File: src/rtl/lfsr_pkg.sv
// Shared constants and helpers for the PRBS generator: symbol levels,
// Gray PAM-4 mapping and a table of maximal-length feedback masks.
package lfsr_pkg;

    localparam int SYM_W = 3;

    typedef logic signed [SYM_W-1:0] sym_t;

    // Output levels, two's complement in SYM_W bits
    localparam sym_t LVL_M3 = 3'sb101;
    localparam sym_t LVL_M1 = 3'sb111;
    localparam sym_t LVL_P1 = 3'sb001;
    localparam sym_t LVL_P3 = 3'sb011;

    localparam int OUT_2LVL = 0;
    localparam int OUT_PAM4 = 1;

    // Gray-coded PAM-4: adjacent levels differ in one bit
    function automatic sym_t gray_pam4(input logic [1:0] g);
        sym_t s;
        case (g)
            2'b00:   s = LVL_M3;
            2'b01:   s = LVL_M1;
            2'b11:   s = LVL_P1;
            default: s = LVL_P3;
        endcase
        return s;
    endfunction

    // Maximal-length masks; bit k-1 set means term x^k is in the polynomial
    function automatic logic [31:0] max_taps(input int width);
        logic [31:0] t;
        case (width)
            3:       t = 32'h0000_0006;
            4:       t = 32'h0000_000C;
            5:       t = 32'h0000_0014;
            6:       t = 32'h0000_0030;
            7:       t = 32'h0000_0060;
            8:       t = 32'h0000_00B8;
            9:       t = 32'h0000_0110;
            10:      t = 32'h0000_0240;
            11:      t = 32'h0000_0500;
            12:      t = 32'h0000_0829;
            13:      t = 32'h0000_100D;
            14:      t = 32'h0000_2015;
            15:      t = 32'h0000_6000;
            16:      t = 32'h0000_D008;
            17:      t = 32'h0001_2000;
            18:      t = 32'h0002_0400;
            19:      t = 32'h0004_0023;
            20:      t = 32'h0009_0000;
            21:      t = 32'h0014_0000;
            22:      t = 32'h0030_0000;
            23:      t = 32'h0042_0000;
            24:      t = 32'h00E1_0000;
            25:      t = 32'h0120_0000;
            26:      t = 32'h0200_0023;
            27:      t = 32'h0400_0013;
            28:      t = 32'h0900_0000;
            29:      t = 32'h1400_0000;
            30:      t = 32'h2000_0029;
            31:      t = 32'h4800_0000;
            32:      t = 32'h8020_0003;
            default: t = 32'h0000_0000;
        endcase
        return t;
    endfunction

endpackage

File: src/rtl/lfsr_sym_map.sv
// Combinational map from the two LFSR MSBs to a signed symbol.
module lfsr_sym_map
    import lfsr_pkg::*;
#(
    parameter int OUT_MODE = OUT_2LVL
) (
    input  logic [1:0] msb_i,
    output sym_t       sym_o
);

    // 2-level uses only the top bit; PAM-4 uses both bits Gray-coded
    always_comb begin
        sym_o = LVL_M1;
        if (OUT_MODE == OUT_PAM4)
            sym_o = gray_pam4(msb_i);
        else
            sym_o = msb_i[1] ? LVL_P1 : LVL_M1;
    end

endmodule

File: src/rtl/lfsr_prbs_gen.sv
// Fibonacci LFSR PRBS source with seed load, clock enable, period
// tracking, zero-state recovery and registered symbol output.
module lfsr_prbs_gen
    import lfsr_pkg::*;
#(
    parameter int               WIDTH    = 22,
    parameter logic [WIDTH-1:0] TAPS     = 22'h300000,
    parameter logic [WIDTH-1:0] SEED     = 22'h2FFFFF,
    parameter int               OUT_MODE = OUT_2LVL
) (
    input  logic             clk,
    input  logic             reset,
    input  logic             load,
    input  logic [WIDTH-1:0] seed,
    input  logic             enable,
    output logic [WIDTH-1:0] state,
    output sym_t             sym,
    output logic             sym_valid,
    output logic             cycle,
    output logic             lockup
);

    // Last count value before wrap: the advance taken here is step 2^WIDTH-1
    localparam logic [WIDTH-1:0] CNT_LAST = {WIDTH{1'b1}} - WIDTH'(1);

    logic [WIDTH-1:0] state_q, state_d;
    logic [WIDTH-1:0] cnt_q, cnt_d;
    sym_t             sym_q, sym_d;
    logic             sym_valid_q, cycle_q, lockup_q;
    logic             adv, wrap, lock;
    logic             fb;

    assign fb = ^(state_q & TAPS);

    // Next state: reset > load > zero-state guard > enable > hold
    always_comb begin
        state_d = state_q;
        cnt_d   = cnt_q;
        adv     = 1'b0;
        lock    = 1'b0;
        if (reset) begin
            state_d = SEED;
            cnt_d   = '0;
        end else if (load) begin
            cnt_d = '0;
            if (seed != '0) begin
                state_d = seed;
            end else begin
                state_d = SEED;
                lock    = 1'b1;
            end
        end else if (state_q == '0) begin
            state_d = SEED;
            cnt_d   = '0;
            lock    = 1'b1;
        end else if (enable) begin
            adv     = 1'b1;
            state_d = {state_q[WIDTH-2:0], fb};
            cnt_d   = (cnt_q == CNT_LAST) ? '0 : cnt_q + WIDTH'(1);
        end
    end

    assign wrap = adv && (cnt_q == CNT_LAST);

    // Symbol is mapped from the next state so it always matches state
    lfsr_sym_map #(
        .OUT_MODE (OUT_MODE)
    ) u_map (
        .msb_i (state_d[WIDTH-1:WIDTH-2]),
        .sym_o (sym_d)
    );

    // State, counter, symbol and one-cycle status pulses
    always_ff @(posedge clk) begin
        if (reset) begin
            state_q     <= SEED;
            cnt_q       <= '0;
            sym_q       <= sym_d;   // sym_d is the map of SEED while reset is high
            sym_valid_q <= 1'b0;
            cycle_q     <= 1'b0;
            lockup_q    <= 1'b0;
        end else begin
            state_q     <= state_d;
            cnt_q       <= cnt_d;
            sym_q       <= sym_d;
            sym_valid_q <= adv;
            cycle_q     <= wrap;
            lockup_q    <= lock;
        end
    end

    assign state     = state_q;
    assign sym       = sym_q;
    assign sym_valid = sym_valid_q;
    assign cycle     = cycle_q;
    assign lockup    = lockup_q;

endmodule
File: config.mk
export PLATFORM = sky130hd
export DESIGN_NAME = lfsr_prbs_gen
export DESIGN_NICKNAME = d
export VERILOG_FILES = /design/src/rtl/lfsr_pkg.sv /design/src/rtl/lfsr_sym_map.sv /design/src/rtl/lfsr_prbs_gen.sv
export SDC_FILE = /design/constraint.sdc
export NUM_CORES = 1
export LEC_CHECK = 0
export CAP_MARGIN = 25
export CORE_ASPECT_RATIO = 0.9
export CORE_MARGIN = 4
export CORE_UTILIZATION = 45
export CTS_CLUSTER_DIAMETER = 100
export DETAILED_ROUTE_END_ITERATION = 16
export PLACE_DENSITY = 0.71
export SETUP_SLACK_MARGIN = 0.2
export SYNTH_ARGS = -nofsm -noshare
export SYNTH_HDL_FRONTEND = slang
export SYNTH_SLANG_ARGS = --single-unit
File: constraint.sdc
create_clock -name clk -period 2 [get_ports clk]
set_input_delay 0.2 -clock clk [delete_from_list [all_inputs] [get_ports clk]]
set_output_delay 0.2 -clock clk [all_outputs]
set_load 0.1 [all_outputs]
# Word level (Yosys, flattened, before mapping)
# Cells that the tools add are included.
[op_classes]
add_sub_neg = 1
n_eq_ne = 1
muxes = 14
reduce_logical = 6
[op_table]
columns = ["cell", "n"]
rows = [
  ["two-way mux 22 bit", 6],
  ["adder 22 x 1 -> 22 bit, second input constant", 1],
  ["equality test 22 bit, second input constant", 1],
  ["zero test 22 bit", 1],
  ["nonzero test 22 bit", 1],
  ["XOR reduction 22 bit", 1],
  ["two-way mux 1 bit", 7],
  ["two-way mux 3 bit", 1],
  ["nonzero test 3 bit", 1],
  ["OR reduction 3 bit", 1],
  ["logical AND 1 bit", 1],
]
[totals]
register_bits = 50
inputBits = 26
output_inout_bits = 28
elab_cells = 29

# Longest topological paths before layout
[depth]
ltp_word = 6
ltp_mapped = 7
depth_no_buf = 6

# Hierarchy
# A second synthesis with hierarchy kept.
[hier_totals]
hier_cells = 271
area_unflattened_um2 = 2437.3
[modules_own_cells]
columns = ["mod", "n_inst", "cells_each", "area_per_inst_um2", "seq_area_each_um2"]
rows = [
  ["lfsr_prbs_gen", 1, 267, 2414.8, 1001.0],
  ["lfsr_sym_map", 1, 4, 22.5, 0.0],
]

# Worst setup path after synthesis
# Ideal clock, no wire load.
[synth_timing]
path_kind = "reg-to-reg"
from = "register state_q[20], in the netlist state[20]"
to = "register cnt_q[17]"
setup_ns = 0.086
t_arrival_ns = 2.223
t_required_ns = 1.914
slack_ns = -0.309
path_stages_with_launch = 8
n_path_buf = 1
period_less_slack_ns = 2.309
cell_sequence = "dfxtp_1 > inv_1 > ha_1 > or4b_1 > nor4_2 > a211o_1 > buf_4 > a211oi_1"
[synth_between]
elab_chain_len = 2
[synth_rtl]
columns = ["element", "line", "source"]
rows = [
  ["start: declaration", "lfsr_prbs_gen.sv:26", "logic [WIDTH-1:0] state_q, state_d;"],
  ["start signal: assignment", "lfsr_prbs_gen.sv:83", "state_q <= state_d;"],
  ["zero test 22 bit", "lfsr_prbs_gen.sv:52", "end else if (state_q == '0) begin"],
  ["OR reduction 3 bit (no line)", "n/a", ""],
  ["end signal: assignment", "lfsr_prbs_gen.sv:84", "cnt_q <= cnt_d;"],
  ["end: declaration", "lfsr_prbs_gen.sv:27", "logic [WIDTH-1:0] cnt_q, cnt_d;"],
]
# No other way between the ends.
# A chain may end at the register's enable or synchronous reset.

# Worst setup path in the final report
[layout_timing]
from = "register state_q[20], in the netlist state[20]"
to = "register cnt_q[19]"
# The elaborated chain is that of the path after synthesis.

==> results.toml <==
[status]
status = "complete, no violations"

[synthesis]
synth.cell_area_sq_um = 2480
postSynthNetCount = 314
ys_ff_latch = 48
syn_inst = 285
synth_async_sr_flop_share = 0
yosys_warnings = 0
synth-edff-count = 0
syn_area_per_cell_sq_um = 8.71
ys_seq_area_frac = 0.387
synth_flop_cell = "dfxtp_1"
ys_types = 41

[cts]
cts_tree = "built"
clk_path_buf_depth = 2
ctsHtreeMaxLevel = 2
cts_buffers = 5
cts_hold_buf = 0
insertion_delay_ns = 0.30
clkSlewWorstSetupHoldPaths_ns = 0.09
clock_sinks = 48
clockRootBuffer = "clkbuf_8"

[finish]
fillers = 447
nNetsFinal = 375
drive_gt1_frac = 0.308
layout_common_cells = "buf_4 (44), dfxtp_1 (26), clkdlybuf4s50_1 (25), nand2_1 (22), nor3_1 (22)"
area_growth_pct = 35.0
final_cells = 414
antenna_cells = 0
layout_commonest_cell = "buf_4"

[drt]
ant_nets = 0
routed_wl_microns = 6660
drc = 0
vias = 2404
wl_per_cell_microns = 16.1
via_per_inst = 5.81
first_pass_iters = 4
drtIter0Drc = 124

[global_routing]
grt_antenna_before_repair = 0
grt_remaining_overflow = 0
grt_pass1_vias = 2081
grt_max_degree = 25
grt_first_pass_wirelength_microns = 10200
track_usage = 0.185

[die]
rows = 25
die_y_microns = 78.4
start_util = 0.469
die_area_sq_um = 6770
io_pins = 54
die_x_microns = 86.3
coreArea_sq_um = 5290

[pwr]
total_power_w = 0.00224
vdd_drop_max_mv = 0.371
p_per_area_nw_per_um2 = 668
leakage_nw = 1.21

[timing]
finalCritPeriodShare = 0.972
rsz0062_at_grt = "true"
fin_tns_setup_ns = 0
clock_skew_ns = 0.0122
hold_viol_final = 0
fin_crit_ns = 1.94
max_freq_mhz = 515
whs_ns = 0.508
setup_viol = 0
drv_slew = 0

[place]
globalplace.congestion = 0.820
hpwl_microns = 4600
dp.cells = 400
portBuffers = 52

[critical_path]
required_ns = 2.19
crit_path_start_kind = "flip-flop"
path_class = "reg2reg"
cp.arrival_ns = 2.13
crit_path_end_kind = "flip-flop"
cp_max_fo = 6

[worst_hold_path]
min-delay-path-class = "reg2reg"

[run]
cap_violations = 0
routing by layer:
metal / global-route usage / routed length, microns / vias up
met5: 0 / 0 / -
met1: 0.289 / 3420 / 1143
li1: - / - / 1192
met4: 0.0514 / 72 / 0
met3: 0.0346 / 295 / 7
met2: 0.254 / 2870 / 62
cells in the mapped netlist, types with 4 or more instances:
master / n / area, sq um
a211oi_1: 6 / 45.0
a21oi_1: 16 / 80.1
a221oi_1: 6 / 52.6
a22oi_1: 7 / 52.6
and4_1: 4 / 35.0
buf_2: 4 / 20.0
buf_4: 7 / 52.6
clkbuf_1: 7 / 26.3
dfxtp_1: 48 / 961
inv_1: 6 / 22.5
mux2i_1: 14 / 140
nand2_1: 22 / 82.6
nand3_1: 13 / 65.1
nand4_1: 9 / 56.3
nor2_1: 19 / 71.3
nor3_1: 24 / 120
nor4_1: 9 / 56.3
o21ai_0: 10 / 50.1
o31ai_1: 7 / 52.6
or4_1: 5 / 37.5
xnor2_1: 5 / 43.8
xor2_1: 8 / 70.1
state kept, by name, summed over array words and instances (netlist names):
signal / count
sym_valid: 1
state: 22
cnt_q: 22
lockup: 1
sym: 1
cycle: 1
cell families after synthesis:
kind of cell	share of synthesized area
AOI/OAI and AO/OA	0.167
xor gates and xnor gates	0.0459
adders and majority gates	0.0151
buffers and inverters	0.0580
DFF	0.387
muxes	0.0565
other	0.00151
and+or+nand+nor	0.268
worst max-delay path: stages (launching register included):
cell	delay, ns
dfxtp_4	0.36
inv_4	0.06
ha_4	0.11
or4b_4	0.46
nor4_4	0.27
buf_6	0.17
a211o_4	0.19
buf_6	0.15
a211oi_2	0.05
report_power, final:
group          total (W)  switching [W]  leakage, nW  internal (W)
Sequential       0.00104      0.0000430        0.388      0.000998
Clock           0.000616       0.000334       0.0445      0.000282
Combinational   0.000584       0.000403        0.775      0.000180
Total            0.00224       0.000780         1.21       0.00146
worst paths after layout:
kind	cells past startpoint	slack (ns)	from	end
hold / removal	2	0.51	cnt_q[18]$_SDFFE_PP0P_	cnt_q[18]$_SDFFE_PP0P_
setup / recovery	8	0.06	state[20]$_SDFFE_PP0P_	cnt_q[19]$_SDFFE_PP0P_
hold reg to reg	2	0.51	cnt_q[18]$_SDFFE_PP0P_	cnt_q[18]$_SDFFE_PP0P_
setup reg to reg	8	0.06	state[20]$_SDFFE_PP0P_	cnt_q[19]$_SDFFE_PP0P_
final cells by class:
cell class / instances / area (sq um) / area share
clock buffers: 7 / 86.3 / 0.0258
repair buffers: 75 / 693 / 0.207
flip-flops and latches: 48 / 993 / 0.296
clock inverters: 1 / 7.51 / 0.00224
multi-input cells: 209 / 1460 / 0.434
inverters: 7 / 31.3 / 0.00934
well taps: 67 / 83.8 / 0.0250
stage by stage:
step	utilization	worst slack, ns	area (sq um)
6_report	0.634	0.0570	3350
5_1_grt	0.634	-0.00274	3350
4_1_cts	0.604	0.126	3200
3_5_place_dp	0.585	0.0476	3090
3_3_place_gp	0.585	0.0878	3090
2_1_floorplan	-	0.0599	2520
repair_timing:
action / in CTS / in global routing
resized for setup: 1 / 22
pin swaps: 0 / 9
endpoints found under the hold margin: 0 / 0
endpoints found under the setup margin: 35 / 48
buffers inserted: 1 / 2
gates cloned: 0 / 3
(Power assumes the default switching activity.)
